--- config.mk ---
export PLATFORM = sky130hd
export DESIGN_NAME = fp_int_to_float
export DESIGN_NICKNAME = d
export VERILOG_FILES = /design/src/rtl/fp_int_to_float.sv
export SDC_FILE = /design/constraint.sdc
export NUM_CORES = 1
export LEC_CHECK = 0
export ABC_CLOCK_PERIOD_IN_PS = 4900
export CAP_MARGIN = 20
export CORE_ASPECT_RATIO = 1.1
export CORE_MARGIN = 3
export CORE_UTILIZATION = 53
export CTS_CLUSTER_SIZE = 30
export DETAILED_ROUTE_END_ITERATION = 10
export PLACE_DENSITY = 0.78
export SYNTH_ARGS = -nofsm -noshare
export SYNTH_HDL_FRONTEND = slang
export SYNTH_SLANG_ARGS = --single-unit
--- constraint.sdc ---
create_clock -name i_clk -period 4.9 [get_ports i_clk]
set_clock_uncertainty 0.05 [all_clocks]
set_input_delay 0.49 -clock i_clk [delete_from_list [all_inputs] [get_ports i_clk]]
set_output_delay 0.49 -clock i_clk [all_outputs]
set_load 0.02 [all_outputs]
--- src/rtl/fp_int_to_float.sv ---
// Integer-to-single-precision converter (FCVT.S.W / FCVT.S.WU), three-cycle FSM pipeline.
// Define FP_CVT_UNSIGNED_EN to decode FCVT.S.WU; otherwise only FCVT.S.W is supported.

package riscv_pkg;

    typedef enum logic [3:0] {
        OP_NONE   = 4'd0,
        FCVT_W_S  = 4'd1,
        FCVT_WU_S = 4'd2,
        FCVT_S_W  = 4'd3,
        FCVT_S_WU = 4'd4,
        FMIN_S    = 4'd5,
        FMAX_S    = 4'd6,
        FEQ_S     = 4'd7,
        FLT_S     = 4'd8,
        FLE_S     = 4'd9
    } instr_op_e;

    typedef struct packed {
        logic nv;
        logic dz;
        logic of;
        logic uf;
        logic nx;
    } fp_flags_t;

endpackage

module fp_int_to_float
    import riscv_pkg::*;
(
    input  logic        i_clk,
    input  logic        i_rst,
    input  logic        i_valid,
    input  logic [31:0] i_operand,
    input  instr_op_e   i_operation,
    input  logic [2:0]  i_rounding_mode,
    output logic [31:0] o_result,
    output logic        o_valid,
    output logic        o_busy,
    output fp_flags_t   o_flags
);

    typedef enum logic [1:0] {
        IDLE   = 2'd0,
        STAGE1 = 2'd1,
        STAGE2 = 2'd2
    } state_e;

    localparam logic [2:0] RM_RNE = 3'b000;
    localparam logic [2:0] RM_RTZ = 3'b001;
    localparam logic [2:0] RM_RDN = 3'b010;
    localparam logic [2:0] RM_RUP = 3'b011;
    localparam logic [2:0] RM_RMM = 3'b100;

    state_e      state_q;

    // Captured request
    logic [31:0] operand_q;
    instr_op_e   op1_q;
    logic [2:0]  rm1_q;

    // STAGE1 -> STAGE2 pipeline registers
    logic        sign_q;
    logic [31:0] mag_q;
    logic [4:0]  lzc_q;
    logic        zero_q;
    instr_op_e   op2_q;
    logic [2:0]  rm2_q;

    // Registered outputs
    logic [31:0] result_q;
    fp_flags_t   flags_q;
    logic        valid_q;

    // STAGE1 combinational
    logic        sign_d;
    logic [31:0] mag_d;
    logic [4:0]  lzc_d;
    logic        zero_d;

    always_comb begin
        sign_d = (op1_q == FCVT_S_W) && operand_q[31];
        mag_d  = sign_d ? (~operand_q + 32'd1) : operand_q;
        zero_d = (mag_d == 32'd0);
        lzc_d  = 5'd0;
        // Ascending scan: the highest set bit is the last to write lzc_d.
        for (int i = 0; i < 32; i++) begin
            if (mag_d[i]) begin
                lzc_d = 5'(31 - i);
            end
        end
    end

    // STAGE2 combinational
    logic [30:0] norm_d;
    logic [7:0]  exp_d;
    logic [22:0] mant_d;
    logic        guard_d;
    logic        sticky_d;
    logic        inc_d;
    logic [23:0] mant_sum_d;
    logic [7:0]  exp_rnd_d;
    logic        op_known_d;
    logic [31:0] result_d;
    fp_flags_t   flags_d;

    always_comb begin
        // Bit 31 of the shifted magnitude is the implicit leading one, so it is dropped.
        norm_d   = 31'(mag_q << lzc_q);
        exp_d    = 8'd158 - {3'b000, lzc_q};
        mant_d   = norm_d[30:8];
        guard_d  = norm_d[7];
        sticky_d = |norm_d[6:0];

        case (rm2_q)
            RM_RNE:  inc_d = guard_d & (sticky_d | mant_d[0]);
            RM_RTZ:  inc_d = 1'b0;
            RM_RDN:  inc_d = sign_q & (guard_d | sticky_d);
            RM_RUP:  inc_d = ~sign_q & (guard_d | sticky_d);
            RM_RMM:  inc_d = guard_d;
            default: inc_d = guard_d & (sticky_d | mant_d[0]);
        endcase

        // A mantissa carry-out wraps the fraction to zero and bumps the exponent (max 159).
        mant_sum_d = {1'b0, mant_d} + {23'd0, inc_d};
        exp_rnd_d  = exp_d + {7'd0, mant_sum_d[23]};

`ifdef FP_CVT_UNSIGNED_EN
        op_known_d = (op2_q == FCVT_S_W) || (op2_q == FCVT_S_WU);
`else
        op_known_d = (op2_q == FCVT_S_W);
`endif

        result_d = 32'd0;
        flags_d  = '0;
        if (op_known_d && !zero_q) begin
            result_d   = {sign_q, exp_rnd_d, mant_sum_d[22:0]};
            flags_d.nx = guard_d | sticky_d;
        end
    end

    always_ff @(posedge i_clk) begin
        if (i_rst) begin
            state_q   <= IDLE;
            operand_q <= 32'd0;
            op1_q     <= OP_NONE;
            rm1_q     <= 3'd0;
            sign_q    <= 1'b0;
            mag_q     <= 32'd0;
            lzc_q     <= 5'd0;
            zero_q    <= 1'b0;
            op2_q     <= OP_NONE;
            rm2_q     <= 3'd0;
            result_q  <= 32'd0;
            flags_q   <= '0;
            valid_q   <= 1'b0;
        end else begin
            valid_q <= 1'b0;
            case (state_q)
                IDLE: begin
                    if (i_valid) begin
                        operand_q <= i_operand;
                        op1_q     <= i_operation;
                        rm1_q     <= i_rounding_mode;
                        state_q   <= STAGE1;
                    end
                end
                STAGE1: begin
                    sign_q  <= sign_d;
                    mag_q   <= mag_d;
                    lzc_q   <= lzc_d;
                    zero_q  <= zero_d;
                    op2_q   <= op1_q;
                    rm2_q   <= rm1_q;
                    state_q <= STAGE2;
                end
                STAGE2: begin
                    result_q <= result_d;
                    flags_q  <= flags_d;
                    valid_q  <= 1'b1;
                    state_q  <= IDLE;
                end
                default: begin
                    state_q <= IDLE;
                end
            endcase
        end
    end

    assign o_result = result_q;
    assign o_flags  = flags_q;
    assign o_valid  = valid_q;
    assign o_busy   = (state_q != IDLE);

endmodule

Word level (Yosys, flattened, before mapping) --
Index checks and enable logic that the tools add are counted.
Operators by class: add/subtract/negate cells 4, multipliers 0, div/mod/pow operators 0, magnitude comparators 0, equal/unequal tests 9, shift-type cells 1, multiplexer cells 39, bitwise gates (word level) 7, reductions and logical operators 8
Operator list (count):
- 2-to-1 mux 5 bit | 32
- 2-to-1 mux 32 bit | 2
- adder 32 x 1 -> 32 bit, second input constant | 1
- zero test 32 bit | 1
- inverter 32 bit | 1
- left shift 32 x 5 -> 31 bit | 1
- adder 23 x 1 -> 24 bit | 1
- adder 8 x 1 -> 8 bit | 1
- == test 4 x 2 -> 1 bit, second input constant | 2
- subtractor 8 x 5 -> 8 bit, first input constant | 1
- OR reduction 7 bit | 1
- == test 3 x 2 -> 1 bit, second input constant | 2
- one-hot mux 1 bit (4 select lines) | 1
- one-hot mux 2 bit (2 select lines) | 1
- bitwise AND 1 bit | 3
- == test 3 x 1 -> 1 bit, second input constant | 1
- == test 3 bit, second input constant | 1
- == test 2 x 1 -> 1 bit, second input constant | 1
- == test 2 bit, second input constant | 1
- logical AND 1 bit | 2
- zero test 2 bit | 1
- 2-to-1 mux 1 bit | 2
- 2-to-1 mux 2 bit | 1
- inequality test 2 bit, second input constant | 1
- 5 further kinds | 6
Word-level totals: flip-flop bits (word level) 121, bits in latches 0, RAM bits 0, memory bits (read-only) 0, input port bits 42, output and inout port bits 39, logic and storage cells 81, memories 0

Longest topological paths before layout --
Gate-level depths: netlist (run 1).
depth in word-level cells 35, gate-level depth with buffers 25, depth with buffers taken out 20

Worst setup path after synthesis (run 1) --
No wires, ideal clock.
path type flip-flop to flip-flop, from reg lzc_q[1], to reg result_q[27], in the netlist o_result[27], library setup time 0.128 ns, arrival time 5.043 ns, data required time 4.722 ns, slack -0.321 ns, stages on the path, launching flop included 24, path buffers 5, period minus slack after synthesis 5.221 ns, cells stage by stage dfxtp_1 > buf_6 > buf_12 > buf_2 > clkbuf_1 > clkbuf_1 > mux2i_1 > mux2i_1 > nand2_1 > a21oi_1 > o311ai_0 > a311oi_1 > ha_1 > inv_1 > a31o_2 > nand4b_1 > or4b_4 > or4_1 > ha_1 > ha_1 > nand3_1 > xnor2_1 > a22oi_1 > nor2_1
On the way: word-level cells in the longest chain between the ends 8, elaborated cells between the ends (all ways) 12, those cells by class 3 x add/sub; 1 x shift; 2 x mux; 5 x bitwise; 1 x reduce/logical
RTL lines:
- from (decl) | RTL line 66 | logic [4:0] lzc_q;
- from (signal assigned) | RTL line 172 | lzc_q <= lzc_d;
- left shift 32 x 5 -> 31 bit | RTL line 110 | norm_d = 31'(mag_q << lzc_q);
- OR reduction 7 bit | RTL line 114 | sticky_d = |norm_d[6:0];
- bitwise OR 1 bit, on equally long branches
- bitwise AND 1 bit, on equally long branches
- one-hot mux 1 bit (4 select lines) | RTL line 116 | case (rm2_q)
- adder 23 x 1 -> 24 bit | RTL line 126 | mant_sum_d = {1'b0, mant_d} + {23'd0, inc_d};
- adder 8 x 1 -> 8 bit (*) | RTL line 127 | exp_rnd_d = exp_d + {7'd0, mant_sum_d[23]};
- 2-to-1 mux 32 bit (*) | RTL line 137 | if (op_known_d && !zero_q) begin
- to (signal assigned) | RTL line 179 | result_q <= result_d;
- to (decl) | RTL line 72 | logic [31:0] result_q;
Mark *: on every way between the ends. The rest lies on a longest branch, timed or not. A chain may end at the register's enable or synchronous reset.

Final worst setup path (run 1) --
from reg lzc_q[0], to reg result_q[27], in the netlist o_result[27]
Same word-level chain as after synthesis.

==> metrics.txt, run 1 <==
IO Pins=81; Fin Hold WS=0.399 ns; fin. max-slew vios=0; FF+latch count, synth=120; Slew headroom=45.6%; 1st-iter DRT viols=899; max-cap violations=0; Main synth FF type=dfxtp_1; Critical Path AT=4.86 ns; R2R Path End=o_result[27]$_SDFFE_PP0P_; Worst Hold Path Cells=2; crit path time final=4.61 ns; die area=17,400 um^2; Crit. End Element=register; PD cells=307 nW/um^2; Post-Syn Instances=1,045; Synth area leader=dfxtp_1; Area Overhead vs Synth=18.7%; Antenna Nets Post-Route=0; chip width=126 um; internal reg-to-reg setup slack=0.29 ns; # nets final=1,145; YS warnings=0; DRT Pass-1 Iters=5; Post-synth EDFFs=0; core footprint=15,300 um^2; Synth Cell Area=8380 um^2; HP Class=reg -> reg; Tot Pwr=3060 uW; # setup viols final=0; largest net degree at the start of global routing=58; clock root buffer=clkbuf_16; FF+latch area=2410 um^2; worst-path maximum fanout=16; worst reg2reg startpoint=lzc_q[0]$_SDFFE_PP0N_; most frequent cell after synthesis=nand2_1; ANT cells=0; Skew-Pair Late Insertion Delay=0.43 ns; P_leak=0.00354 uW; WS Path Type=reg -> reg; startpoint types=register; total grt overflow=0; Initial Utilization=54.8%; Placed Cells=1,273; clk sinks=120; clock-pin slew on the worst setup and hold paths=0.06 ns; # rows=47; library cells used by synthesis=77; post-DP HPWL=17.9 mm; GRT Total Usage=27.9%; Num CTS Buffers=17; CTS tree=built; GP Congestion=0.961; hold endpoint=o_result[9]$_SDFFE_PP0P_; Area contributors post-synth=dfxtp_1, nand2_1, mux4_2; wire length per cell=18.4 um; area of the multi-input gates=5560 um^2; die height=138 um; DRC errors left=0; R2R depth=19; outcome=completed; f_max=0.217 GHz; H-tree depth=4; sequential area share after synthesis=28.7%; Period Utilization, post-route=94.2%; Avg Cell Area, Syn=8.02 um^2; Least-Margin Pin Slew=0.810 ns; worst hold start=o_result[9]$_SDFFE_PP0P_; asr flop ratio synth=0%; Util after Layout=65.1%; Fill cells=1,341; DR vias=8,085; number of global-route vias before repair=7,635; peak supply drop=0.196 mV; first-pass GRT wire length=39.3 mm; initial antenna violation count=0; Hold Vio Cnt, Final=0; share of the synthesized area in the top cell type=28.7%; non-filler cells in the finished layout=1,306; buffers added on ports=76; layout cells sized above 1=11.9%; commonest cells in the netlist=nand2_1, dfxtp_1, nor2_1, a21oi_1, clkbuf_1; Via density=6.19; critical path data required time=5.15 ns; Max clock buf depth=2; final wirelength=24.1 mm
layout make-up:
class	instances	area share, %
Multi-Input combinational cell	823	55.9
Sequential cell	120	24.2
Timing Repair Buffer	118	10.8
Clock buffer	18	4.31
Tap cell	196	2.47
Clock inverter	14	1.66
Inverter	17	0.642
repair_timing:
item                                    CTS  global route
hold buffers                              0             0
buffers inserted                          0             1
hold endpoints to repair                  0             0
resized for setup                         0             4
endpoints found under the setup margin    0             4
metal layers:
metal	vias up	part of all wire [%]	track usage (%)
li1	3941	-	-
met1	3748	42	35.3
met2	329	49	46.7
met3	67	5.4	5.47
met4	0	3.5	12.5
met5	-	0	0
power breakdown:
group	total (uW)	switching, uW	internal [uW]	leakage [uW]
combinational	695	400	295	0.00227
sequential	1090	69.7	1020	0.000980
clock	1270	513	762	0.000284
stage by stage:
step	cell area, um^2	TNS (ns)	setup slack, ns
global route	9950	-0.0259	-0.0259
floorplan	8400	0	0.00650
finish	9950	0	0.286
global placement	9330	0	0.265
CTS	9930	0	0.144
detailed placement	9330	0	0.173
sequential cells by signal (all words and copies together), names as in the netlist, 3 cells and up:
signal,count
operand_q,32
op1_q,4
lzc_q,5
o_result,32
rm1_q,3
mag_q,31
op2_q,4
rm2_q,3
cell families (layout without fill, tap and decap cells):
logic type	after synthesis	in the layout	synth area share, %
xor gates and xnor gates	47	47	4.91
DFF	120	120	28.7
muxes	77	77	15.4
buffers and inverters	105	167	5.36
AOI/OAI and AO/OA	261	261	20.9
adders and majority gates	6	6	0.896
and+or+nand+nor	428	428	23.7
other	1	4	0.0448
critical path: stages (launching register included):
cell	delay, ns
dfxtp_2	0.34
buf_4	0.20
mux4_2	0.42
o21ai_0	0.10
nand2_1	0.09
o21a_1	0.18
o311ai_0	0.13
a311oi_1	0.31
ha_2	0.24
inv_1	0.04
a31o_2	0.21
nand4b_1	0.19
or4b_4	0.57
or4_1	0.55
ha_1	0.25
ha_1	0.23
nand3_1	0.11
xnor2_1	0.08
a22oi_1	0.15
nor2_1	0.05
how the worst max path moves through the flow:
| stage | startpoint | endpoint | slack (ns) | cells past startpoint |
|---|---|---|---|---|
| final | lzc_q[0]$_SDFFE_PP0N_ | o_result[27]$_SDFFE_PP0P_ | 0.29 | 19 |
| after global routing | lzc_q[0]$_SDFFE_PP0N_ | o_result[27]$_SDFFE_PP0P_ | -0.03 | 19 |
| after CTS | lzc_q[1]$_SDFFE_PP0N_ | o_result[27]$_SDFFE_PP0P_ | 0.14 | 18 |
| after detailed placement | lzc_q[1]$_SDFFE_PP0N_ | o_result[27]$_SDFFE_PP0P_ | 0.17 | 18 |
| after global placement | lzc_q[1]$_SDFFE_PP0N_ | o_result[27]$_SDFFE_PP0P_ | 0.27 | 18 |
| after floorplan | lzc_q[1]$_SDFFE_PP0N_ | o_result[27]$_SDFFE_PP0P_ | 0.006 | 23 |
placed cells by master (no fill, tap or decap), types with 10 or more instances in the layout:
cell             netlist  final
a211oi_1              32     32
a21oi_1               73     72
a22oi_1               17     17
a31oi_1               10     10
buf_4                  5     43
clkbuf_16              0     17
clkdlybuf4s50_1        0     75
dfxtp_1              120    117
inv_1                 16     16
mux2_2                11     11
mux2i_1               28     28
mux4_1                11     11
mux4_2                26     26
nand2_1              183    183
nand2b_1              10     10
nand3_1               19     19
nor2_1               101    101
nor3_1                29     29
nor4_1                12     11
o21ai_0               38     38
o31ai_1               10     10
xnor2_1               22     22
xor2_1                25     25
Power figures use the tool's default switching activity.
==> run 2, diff against run 1 <==
Settings changed: CORE_MARGIN 3 to 1.5.
==> run 2 against run 1 <==
Critical path type unchanged. Routed wire length fell by 2.4%. Sequential share of layout area barely moved. Sequential power barely moved. Hold slack improved by 0.0030 ns. Critical path depth rose by 1. Power rose by 0.22%. Maximum frequency rose by 0.86%. Register-to-register slack improved by 0.04 ns. Highest routed layer unchanged. Global-route usage rose by 1.6 points. Largest cell class unchanged. First-iteration DRC count fell by 32%.
==> metrics.txt, run 2 (synthesized netlist as in run 1, its figures left out) <==
worst-path maximum fanout=13 (-3); P_leak=0.00353 uW (-0.29%); clock-pin slew on the worst setup and hold paths=0.06 ns (about the same); IO Pins=81 (unchanged); GP Congestion=0.944 (-1.7%); Via density=6.23 (+0.58%); worst reg2reg startpoint=lzc_q[0]$_SDFFE_PP0N_; cell chain of the critical path=buf_4, buf_4, o221ai_1, o21ai_0, nand2_1, o21a_1, o311ai_0, a311oi_1, ha_1, inv_1, a31o_2, nand4b_1, or4b_4, or4_1, ha_1, ha_1, nand3_1, xnor2_1, a22oi_1, nor2_1; die height=135 um (-2.2%); first-pass GRT wire length=38.7 mm (-1.7%); post-cts resize count=0 (unchanged); f_max=0.219 GHz (+0.86%); Final TNS setup=0 ns (unchanged); clock root buffer=clkbuf_16; hold buffer count at CTS=0 (unchanged); post-DP HPWL=17.5 mm (-2.1%); outcome=completed; max-cap violations=0 (unchanged); H-tree depth=4 (unchanged); hold endpoint=o_result[15]$_SDFFE_PP0P_; Skew-Pair Late Insertion Delay=0.43 ns (about the same); fin. max-slew vios=0 (unchanged); # rows=48 (+2.1%); number of global-route vias before repair=7,549 (-1.1%); layout cells sized above 1=11.4% (-0.50 points); Area Overhead vs Synth=18.6% (about the same); total grt overflow=0 (unchanged); Slowest-stage cell, CP=or4b_4; Critical Path AT=4.82 ns (-0.04 ns); DR vias=8,132 (+0.58%); worst hold start=o_result[15]$_SDFFE_PP0P_; DRC errors left=0 (unchanged); Slew headroom=44.9% (-0.66 points); critical path data required time=5.15 ns (about the same); buffers added on ports=76 (unchanged); Crit path buffers/inverters=3 (+1); PD cells=308 nW/um^2 (+0.31%); Flop pwr share=35.5% (about the same); R2R Path End=o_result[27]$_SDFFE_PP0P_; die area=16,600 um^2 (-4.5%); RSZ-0062 raised after global routing=false; # nets final=1,142 (-0.26%); switching power=952 uW (-3.1%); switching share of power=31.1% (-1.1 points); clk sinks=120 (unchanged); max incr delay on CP=0.57 ns (about the same); HP Class=reg -> reg; GRT Total Usage=29.6% (+1.6 points); # setup viols final=0 (unchanged); postcts setup bufs=0 (unchanged); Max clock buf depth=2 (unchanged); Fin Hold WS=0.401 ns (+0.00296 ns); Logic pwr share=22.6% (about the same); core footprint=15,600 um^2 (+1.7%); Period Utilization, post-route=93.4% (-0.81 points); final wirelength=23.5 mm (-2.4%); Clk pwr share=41.9% (+0.2 points); R2R depth=20 (+1); Top delay family on crit path=simple AND/OR/NAND/NOR gates; Fill cells=1,348 (+0.52%); largest net degree at the start of global routing=65 (+12%); internal reg-to-reg setup slack=0.33 ns (+0.04 ns); Pint=2110 uW (+1.8%); most frequent cells in the layout=nand2_1, dfxtp_1, nor2_1; Initial Utilization=53.9% (-0.93 points); CTS tree=built; peak supply drop=0.225 mV (+15%); most common cell after layout, fill and taps aside=nand2_1; initial antenna violation count=0 (unchanged); Crit. End Element=register; ANT cells=0 (unchanged); Antenna Nets Post-Route=0 (unchanged); WS Path Type=reg -> reg; startpoint types=register; DRT Pass-1 Iters=5 (unchanged); cell repeated most along the worst path=ha_1; wire length per cell=18.0 um (-2.4%); Num CTS Buffers=17 (unchanged); 1st-iter DRT viols=614 (-32%); Least-Margin Pin Slew=0.826 ns (+0.0161 ns); crit path time final=4.57 ns (-0.0396 ns); Hold Vio Cnt, Final=0 (unchanged); chip width=123 um (-2.4%); Worst Hold Path Cells=2 (unchanged)
## run 2: metal layers
metal | up-vias | GRT usage, % | share of wire [%]
li1 | 3935 | - | -
met4 | 0 | 15.5 | 4.4
met1 | 3834 | 37.9 | 42
met5 | - | 0 | 0
met3 | 75 | 5.49 | 5.0
met2 | 288 | 47.2 | 48
## run 2: worst reg2reg max path, cell delays in order, from the launching register on
cell and delay [ns]:
dfxtp_2 0.34, buf_4 0.19, buf_4 0.21, o221ai_1 0.24, o21ai_0 0.12, nand2_1 0.08
o21a_1 0.18, o311ai_0 0.13, a311oi_1 0.30, ha_1 0.22, inv_1 0.05, a31o_2 0.22
nand4b_1 0.18, or4b_4 0.57, or4_1 0.53, ha_1 0.24, ha_1 0.22, nand3_1 0.11
xnor2_1 0.06, a22oi_1 0.15, nor2_1 0.06
## run 2: worst max path at each step
stage | from | endpoint | slack (ns) | depth (start not counted)
after detailed placement | lzc_q[0]$_SDFFE_PP0N_ | o_result[27]$_SDFFE_PP0P_ | 0.34 | 20
after global placement | lzc_q[0]$_SDFFE_PP0N_ | o_result[27]$_SDFFE_PP0P_ | 0.43 | 20
after floorplan | lzc_q[1]$_SDFFE_PP0N_ | o_result[27]$_SDFFE_PP0P_ | 0.006 | 23
after global routing | lzc_q[0]$_SDFFE_PP0N_ | o_result[27]$_SDFFE_PP0P_ | 0.12 | 20
final | lzc_q[0]$_SDFFE_PP0N_ | o_result[27]$_SDFFE_PP0P_ | 0.33 | 20
after CTS | lzc_q[0]$_SDFFE_PP0N_ | o_result[27]$_SDFFE_PP0P_ | 0.33 | 20
## run 2: area by class of cell
type,count,area [um^2],share of cell area [%]
Inverter,17,63.8,0.642
Multi-Input combinational cell,823,5550,55.9
Sequential cell,120,2400,24.2
Clock buffer,17,425,4.28
Tap cell,200,250,2.52
Timing Repair Buffer,115,1060,10.7
Clock inverter,14,176,1.78
## run 2: stage by stage
step                area, um^2  util (%)  power (uW)  std cells  setup WS, ns
global route              9940      63.9        3200       1306         0.116
finish                    9940      63.9        3060       1306         0.325
global placement          9340      60.0        1780       1275         0.428
detailed placement        9340      60.0        1790       1275         0.341
floorplan                 8400         -        1580       1048       0.00650
CTS                       9940      63.9        3070       1306         0.326
## run 2: power by group through the flow
stage               registers, uW  logic [uW]  clock network [uW]
floorplan                    1070         510                   0
global placement             1110         673                   0
detailed placement           1110         679                   0
CTS                          1090         683                1300
global route                 1100         757                1340
finish                       1090         692                1280
